### src/rtl/timer_periph_if.sv
// Memory-mapped register bus between the CPU slot decode and the timer peripheral.
interface timer_periph_if;
  logic [1:0]  i_memAddr;
  logic [15:0] i_memDataIn;
  logic        i_memWrEn;
  logic [15:0] o_memDataOut;

  modport master (
    output i_memAddr,
    output i_memDataIn,
    output i_memWrEn,
    input  o_memDataOut
  );

  modport slave (
    input  i_memAddr,
    input  i_memDataIn,
    input  i_memWrEn,
    output o_memDataOut
  );
endinterface

### src/rtl/timer_periph.sv
// 16-bit prescaled up-counter with reload limit, one-shot mode and overflow interrupt.
// Optional PWM compare channel compiled in with `define TIMER_PWM_EN.
module timer_periph (
  input  logic           i_clk,
  input  logic           i_rstn,
  timer_periph_if.slave  bus,
  output logic           o_intTMR,
  output logic           o_pwmOut
);

  logic        en_q;
  logic        oneshot_q;
  logic [3:0]  pre_q;
  logic [14:0] presc_q;
  logic [15:0] cnt_q;
  logic [15:0] top_q;
  logic        int_q;

  logic        wr_ctrl;
  logic        wr_cnt;
  logic        wr_top;
  logic [14:0] presc_limit;
  logic        tick;
  logic        ovf;

  assign wr_ctrl = bus.i_memWrEn && (bus.i_memAddr == 2'd0);
  assign wr_cnt  = bus.i_memWrEn && (bus.i_memAddr == 2'd1);
  assign wr_top  = bus.i_memWrEn && (bus.i_memAddr == 2'd2);

  always_comb begin
    presc_limit = 15'h7fff;
    if (pre_q != 4'hf) begin
      presc_limit = (15'd1 << pre_q) - 15'd1;
    end
  end

  assign tick = en_q && (presc_q == presc_limit);
  // A CNT write in the same cycle suppresses the overflow entirely.
  assign ovf  = tick && (cnt_q == top_q) && !wr_cnt;

  always_ff @(posedge i_clk or negedge i_rstn) begin
    if (!i_rstn) begin
      en_q      <= 1'b0;
      oneshot_q <= 1'b0;
      pre_q     <= 4'd0;
    end else if (wr_ctrl) begin
      en_q      <= bus.i_memDataIn[0];
      oneshot_q <= bus.i_memDataIn[1];
      pre_q     <= bus.i_memDataIn[7:4];
    end else if (ovf && oneshot_q) begin
      en_q      <= 1'b0;
    end
  end

  always_ff @(posedge i_clk or negedge i_rstn) begin
    if (!i_rstn) begin
      presc_q <= 15'd0;
    end else if (wr_ctrl || !en_q || tick) begin
      presc_q <= 15'd0;
    end else begin
      presc_q <= presc_q + 15'd1;
    end
  end

  // Above TOP the counter free-runs through 0xFFFF and wraps without an overflow.
  always_ff @(posedge i_clk or negedge i_rstn) begin
    if (!i_rstn) begin
      cnt_q <= 16'd0;
    end else if (wr_cnt) begin
      cnt_q <= bus.i_memDataIn;
    end else if (ovf) begin
      cnt_q <= 16'd0;
    end else if (tick) begin
      cnt_q <= cnt_q + 16'd1;
    end
  end

  always_ff @(posedge i_clk or negedge i_rstn) begin
    if (!i_rstn) begin
      top_q <= 16'd0;
    end else if (wr_top) begin
      top_q <= bus.i_memDataIn;
    end
  end

  always_ff @(posedge i_clk or negedge i_rstn) begin
    if (!i_rstn) begin
      int_q <= 1'b0;
    end else begin
      int_q <= ovf;
    end
  end

  assign o_intTMR = int_q;

`ifdef TIMER_PWM_EN
  logic        wr_cmp;
  logic [15:0] cmp_q;
  logic        pwm_q;

  assign wr_cmp = bus.i_memWrEn && (bus.i_memAddr == 2'd3);

  always_ff @(posedge i_clk or negedge i_rstn) begin
    if (!i_rstn) begin
      cmp_q <= 16'd0;
    end else if (wr_cmp) begin
      cmp_q <= bus.i_memDataIn;
    end
  end

  always_ff @(posedge i_clk or negedge i_rstn) begin
    if (!i_rstn) begin
      pwm_q <= 1'b0;
    end else begin
      pwm_q <= en_q && (cnt_q < cmp_q);
    end
  end

  assign o_pwmOut = pwm_q;

  always_comb begin
    bus.o_memDataOut = 16'd0;
    unique case (bus.i_memAddr)
      2'd0:    bus.o_memDataOut = {8'd0, pre_q, 2'd0, oneshot_q, en_q};
      2'd1:    bus.o_memDataOut = cnt_q;
      2'd2:    bus.o_memDataOut = top_q;
      default: bus.o_memDataOut = cmp_q;
    endcase
  end
`else
  assign o_pwmOut = 1'b0;

  always_comb begin
    bus.o_memDataOut = 16'd0;
    unique case (bus.i_memAddr)
      2'd0:    bus.o_memDataOut = {8'd0, pre_q, 2'd0, oneshot_q, en_q};
      2'd1:    bus.o_memDataOut = cnt_q;
      2'd2:    bus.o_memDataOut = top_q;
      default: bus.o_memDataOut = 16'd0;
    endcase
  end
`endif

endmodule

### src/flat_wrapper.sv
// flat-port wrapper written by rule: the top's interface ports become plain ports
module timer_periph_flat 
  (i_clk, i_rstn, o_intTMR, o_pwmOut, bus_i_memAddr, bus_i_memDataIn, bus_i_memWrEn, bus_o_memDataOut);
  timer_periph_if bus_i ();
  input  logic i_clk;
  input  logic i_rstn;
  output logic o_intTMR;
  output logic o_pwmOut;
  input wire logic [$bits(bus_i.i_memAddr)-1:0] bus_i_memAddr;
  input wire logic [$bits(bus_i.i_memDataIn)-1:0] bus_i_memDataIn;
  input wire logic [$bits(bus_i.i_memWrEn)-1:0] bus_i_memWrEn;
  output wire logic [$bits(bus_i.o_memDataOut)-1:0] bus_o_memDataOut;
  assign bus_i.i_memAddr = bus_i_memAddr;
  assign bus_i.i_memDataIn = bus_i_memDataIn;
  assign bus_i.i_memWrEn = bus_i_memWrEn;
  assign bus_o_memDataOut = bus_i.o_memDataOut;
  timer_periph u_core (.i_clk(i_clk), .i_rstn(i_rstn), .bus(bus_i), .o_intTMR(o_intTMR), .o_pwmOut(o_pwmOut));
endmodule
### config.mk
export PLATFORM = sky130hd
export DESIGN_NAME = timer_periph_flat
export DESIGN_NICKNAME = d
export VERILOG_FILES = /design/src/rtl/timer_periph_if.sv /design/src/rtl/timer_periph.sv /design/src/flat_wrapper.sv
export SDC_FILE = /design/constraint.sdc
export NUM_CORES = 1
export LEC_CHECK = 0
export CORE_UTILIZATION = 62
export DETAILED_ROUTE_END_ITERATION = 10
export PLACE_DENSITY = 0.86
export SYNTH_ARGS = -nofsm -noshare
export SYNTH_HDL_FRONTEND = slang
export SYNTH_SLANG_ARGS = --single-unit
### constraint.sdc
create_clock -name i_clk -period 5.35 [get_ports i_clk]
set_input_delay 0.535 -clock i_clk [delete_from_list [all_inputs] [get_ports i_clk]]
set_output_delay 0.535 -clock i_clk [all_outputs]
set_load 0.02 [all_outputs]
==> impl_results.md <==
- Startpoint type of the worst setup path: flip-flop
- Floorplan die width: around 78 um
- Critical path buffers and inverters: 0
- CTS tree: done
- Final Hold Vio Count: 0
- Total number of nets in the final design: 454
- Remaining antenna violation count: 0
- PwrDens: ~290 mW/mm^2
- Number of placement rows: 27
- Standard cell with the maximum stage delay on the critical path: sky130_fd_sc_hd__o21ai_1
- Post-synthesis sequential element count: 54
- Most common flop cell mapped by yosys: sky130_fd_sc_hd__dfrtp_1
- Final Cycle Share: between 80 and 90%
- Worst-margin pin slew: about 0.98 ns
- Comb pwr share: about a third
- Remaining global-route overflow: 0
- Clock net sink count: between 50 and 60
- Number of failing setup endpoints in the final timing report: 0
- Relative slew margins: 34.0%
- Post-CTS Hold Buffers: 0
- Internal power: 0.750 mW
- Fmax achieved: between 200 and 250 MHz
- Yosys cell types: 54
- Via count of the first global-routing pass: 3049
- CP cell instances: or4_1 -> ha_1 -> or3_1 -> mux2i_1 -> a221oi_2 -> xnor2_1 -> or3_1 -> o21ai_1 -> nor2_1
- Initial DRT Pass Iterations: 5
- Yosys synthesis warning count: 0
- Total Die Area: between 0.006 and 0.007 sq mm
- Max clock buf depth: 2
- Clock network fraction of design power: around a fifth
- Max H-tree Level: 2
- Fraction of final layout cells with drive strength greater than 1: under 10%
- Input/output buffers: 37
- Area taken by flip-flops and latches: between 0.001 and 0.0015 sq mm
- Setup slack on the worst flop-to-flop path: 1.0 ns
- Synthesized Nets: 433
- Total standard cell area after synthesis: 0.00361 sq mm
- Unrepaired setup endpoints after global routing: no
- Category of the critical setup timing path: reg -> reg
- Pin count of the biggest net entering global routing: 55
- Global-route wire length before repair: between 10000 and 15000 um
- Delay contributed by the slowest stage of the critical path: just under 0.9 ns
- Core ar.: about 0.0056 sq mm
- Initial standard-cell utilization of the core: 64.8%
- Detailed Route Iter0 Violations: ~330
- Last weighted congestion value of the routability-driven placer: 0.887
- Sequential area share after synthesis: a little under two fifths
- Count of final max-slew check failures: 0
- Area occupied by multi-input gates: between 0.002 and 0.0025 sq mm
- DRC Markers: 0
- Leakage: between 1.5 and 2 nW
- Largest delay contributor family on the critical path: simple AND/OR/NAND/NOR gates
- Post-DR wirelength/cell: 17.4 um
- HPWL after detailed placement: about 6100 um
- Final core area utilization: between 70 and 80%
- Number of instances in the synthesized netlist: ~400
- Reg-to-reg endpoint: u_core.presc_q[10]
- Global-route total usage across every layer: 29.8%
- Number of vias in the routed layout: ~3300
- Number of cells upsized or downsized after cts: 0
- Synthesized area per cell: about 9 sq um
- Maximum clock skew at final layout: a little under 0.008 ns
- Routed vias/inst: 6.53
- Routed wire length: 8770 um
- Number of diodes added for antenna fixing: 0
- Worst min-delay path class: in -> async
- Fin Setup TNS: 0 ns
- Synthesis-to-layout area growth: 13.1%
- Number of antenna violations at the first check in global routing: 0
- Number of top-level pins: 39
- Number of fill cells in the layout: ~430
- Min Tclk post-route: between 4 and 5 ns
- EDFF count, synth: 0
- Result of the run: completed
- Switching share of total power: approximately 38%
- Clock buffer count from CTS: 5
- Setup bufs post-CTS: 0
- Data required, critical path: approximately 5.5 ns
- CTS root buffer: sky130_fd_sc_hd__clkbuf_8
- Worst vdd rail ir drop: approximately 0.00019 V
- Die H: 78.3 um
- Fraction of synthesis flops using an asynchronous set or reset pin: 100%
- Seq pwr share: between 40 and 50%
- Kind of end point of the critical path: flip-flop
- R2R Path Start: u_core.pre_q[2]
- Largest fanout of any net on the critical path: 20
- Switching power: ~0.45 mW
- Number of cells on the worst reg-to-reg path: 9
- Most used cell, CP: sky130_fd_sc_hd__or3_1
- Later-pin clock latency in the skew report: ~0.31 ns
- Worst EP arrival: between 4 and 5 ns
- Max-capacitance violation count: 0
- Post-CTS clock slew at the launch and capture registers of the worst setup and hold paths: roughly 0.10 ns
==> cell type report <==
class | count | share of cell area, %
Clock buffer | 6 | 2.02
Timing Repair Buffer | 45 | 10.4
Tap cell | 72 | 2.21
Sequential cell | 54 | 33.1
Inverter | 10 | 0.919
Clock inverter | 2 | 0.306
Multi-Input combinational cell | 314 | 51.1
==> logic make-up (layout without fill, tap and decap cells) <==
group	Yosys count	count (layout)	share of synthesized area (%)
XOR/XNOR	34	34	8.24
AO/OA/AOI/OAI	83	83	16.1
adder cells (fa/ha/maj)	3	3	1.04
flip-flops	54	54	37.4
other	1	1	0.104
buffers and inverters	41	63	5.02
AND/OR/NAND/NOR	165	165	23.8
multiplexers	28	28	8.38
==> cell usage after synthesis, types with 2 or more instances <==
cell type	n	area share [%]
sky130_fd_sc_hd__nand4b_1	3	0.73
sky130_fd_sc_hd__and3_1	11	1.9
sky130_fd_sc_hd__ha_1	3	1.0
sky130_fd_sc_hd__buf_1	2	0.21
sky130_fd_sc_hd__clkbuf_1	16	1.7
sky130_fd_sc_hd__a211oi_1	2	0.42
sky130_fd_sc_hd__a21oi_1	6	0.83
sky130_fd_sc_hd__o21a_1	2	0.42
sky130_fd_sc_hd__nor4_1	9	1.6
sky130_fd_sc_hd__o31ai_1	13	2.7
sky130_fd_sc_hd__nor2b_1	9	1.6
sky130_fd_sc_hd__buf_4	2	0.42
sky130_fd_sc_hd__o311ai_1	2	0.48
sky130_fd_sc_hd__buf_2	10	1.4
sky130_fd_sc_hd__mux2i_1	10	2.8
sky130_fd_sc_hd__and3b_1	2	0.48
sky130_fd_sc_hd__nand2_1	28	2.9
sky130_fd_sc_hd__dfrtp_1	54	37
sky130_fd_sc_hd__o21ai_0	9	1.2
sky130_fd_sc_hd__nand4_1	4	0.69
sky130_fd_sc_hd__and4_1	2	0.48
sky130_fd_sc_hd__nor3b_1	8	1.7
sky130_fd_sc_hd__or4_1	4	0.83
sky130_fd_sc_hd__nor3_1	9	1.2
sky130_fd_sc_hd__inv_1	9	0.93
sky130_fd_sc_hd__o21ai_1	4	0.55
sky130_fd_sc_hd__or3_1	5	0.87
sky130_fd_sc_hd__xnor2_1	13	3.2
sky130_fd_sc_hd__mux2_2	18	5.6
sky130_fd_sc_hd__and2_1	2	0.35
sky130_fd_sc_hd__nor2_1	48	5.0
sky130_fd_sc_hd__a22o_1	10	2.4
sky130_fd_sc_hd__nand3_1	17	2.4
sky130_fd_sc_hd__xor2_1	21	5.1
sky130_fd_sc_hd__o22ai_1	2	0.35
sky130_fd_sc_hd__a31oi_1	22	3.8
==> per-stage QoR <==
| step | power (mW) | worst slack (ns) | instances | instance area, sq um | hold WS (ns) |
|---|---|---|---|---|---|
| after floorplan | 0.831 | 2.02 | 409 | 3610 | 0.239 |
| after global placement | 0.944 | 1.21 | 495 | 3990 | 0.536 |
| after detailed placement | 0.958 | 1.02 | 495 | 3990 | 0.542 |
| after CTS | 1.20 | 1.01 | 503 | 4090 | 0.369 |
| after global routing | 1.26 | 0.703 | 503 | 4090 | 0.415 |
| final | 1.20 | 0.996 | 503 | 4090 | 0.342 |
==> sequential cells by signal, indices dropped and copies added (netlist names) <==
name              cells
u_core.top_q         16
u_core.cnt_q         16
u_core.o_intTMR       1
u_core.presc_q       15
u_core.pre_q          4
u_core.en_q           1
u_core.oneshot_q      1
==> layer usage <==
layer	routed length (um)	share of wire (%)	vias to the layer above	track usage, %
li1	-	-	1533	-
met3	525	6.0	32	4.07
met2	4370	50	161	52.4
met4	245	2.8	0	12.4
met1	3630	41	1558	36.5
met5	0	0	-	0
==> how the worst max path moves through the flow <==
stage | startpoint | endpoint | slack (ns) | cells past startpoint
finish | u_core.pre_q[2] | u_core.presc_q[10] | 1.0 | 9
global route | u_core.pre_q[3] | u_core.presc_q[2] | 0.70 | 9
CTS | u_core.pre_q[2] | u_core.presc_q[11] | 1.01 | 9
detailed placement | u_core.pre_q[2] | u_core.presc_q[4] | 1.02 | 9
global placement | u_core.pre_q[2] | u_core.presc_q[8] | 1.21 | 9
floorplan | u_core.pre_q[3] | u_core.cnt_q[14] | 2.02 | 12
==> power groups by stage <==
stage | registers, mW | logic [mW] | clock network [mW]
after detailed placement | 0.563 | 0.395 | 0
after global routing | 0.569 | 0.435 | 0.260
final | 0.558 | 0.399 | 0.245
after global placement | 0.559 | 0.385 | 0
after floorplan | 0.518 | 0.313 | 0
after CTS | 0.555 | 0.397 | 0.246
==> cell usage in the layout, fill, tap and decap left out, types with 10 or more instances in the layout <==
cell / instances
sky130_fd_sc_hd__dfrtp_1: 54
sky130_fd_sc_hd__mux2_2: 18
sky130_fd_sc_hd__and3_1: 11
sky130_fd_sc_hd__nor2_1: 48
sky130_fd_sc_hd__xor2_1: 21
sky130_fd_sc_hd__a22o_1: 10
sky130_fd_sc_hd__nand3_1: 17
sky130_fd_sc_hd__nand2_1: 28
sky130_fd_sc_hd__clkdlybuf4s50_1: 36
sky130_fd_sc_hd__mux2i_1: 10
sky130_fd_sc_hd__o31ai_1: 13
sky130_fd_sc_hd__xnor2_1: 13
sky130_fd_sc_hd__a31oi_1: 22
No activity file was read; power rests on OpenSTA's default activity.
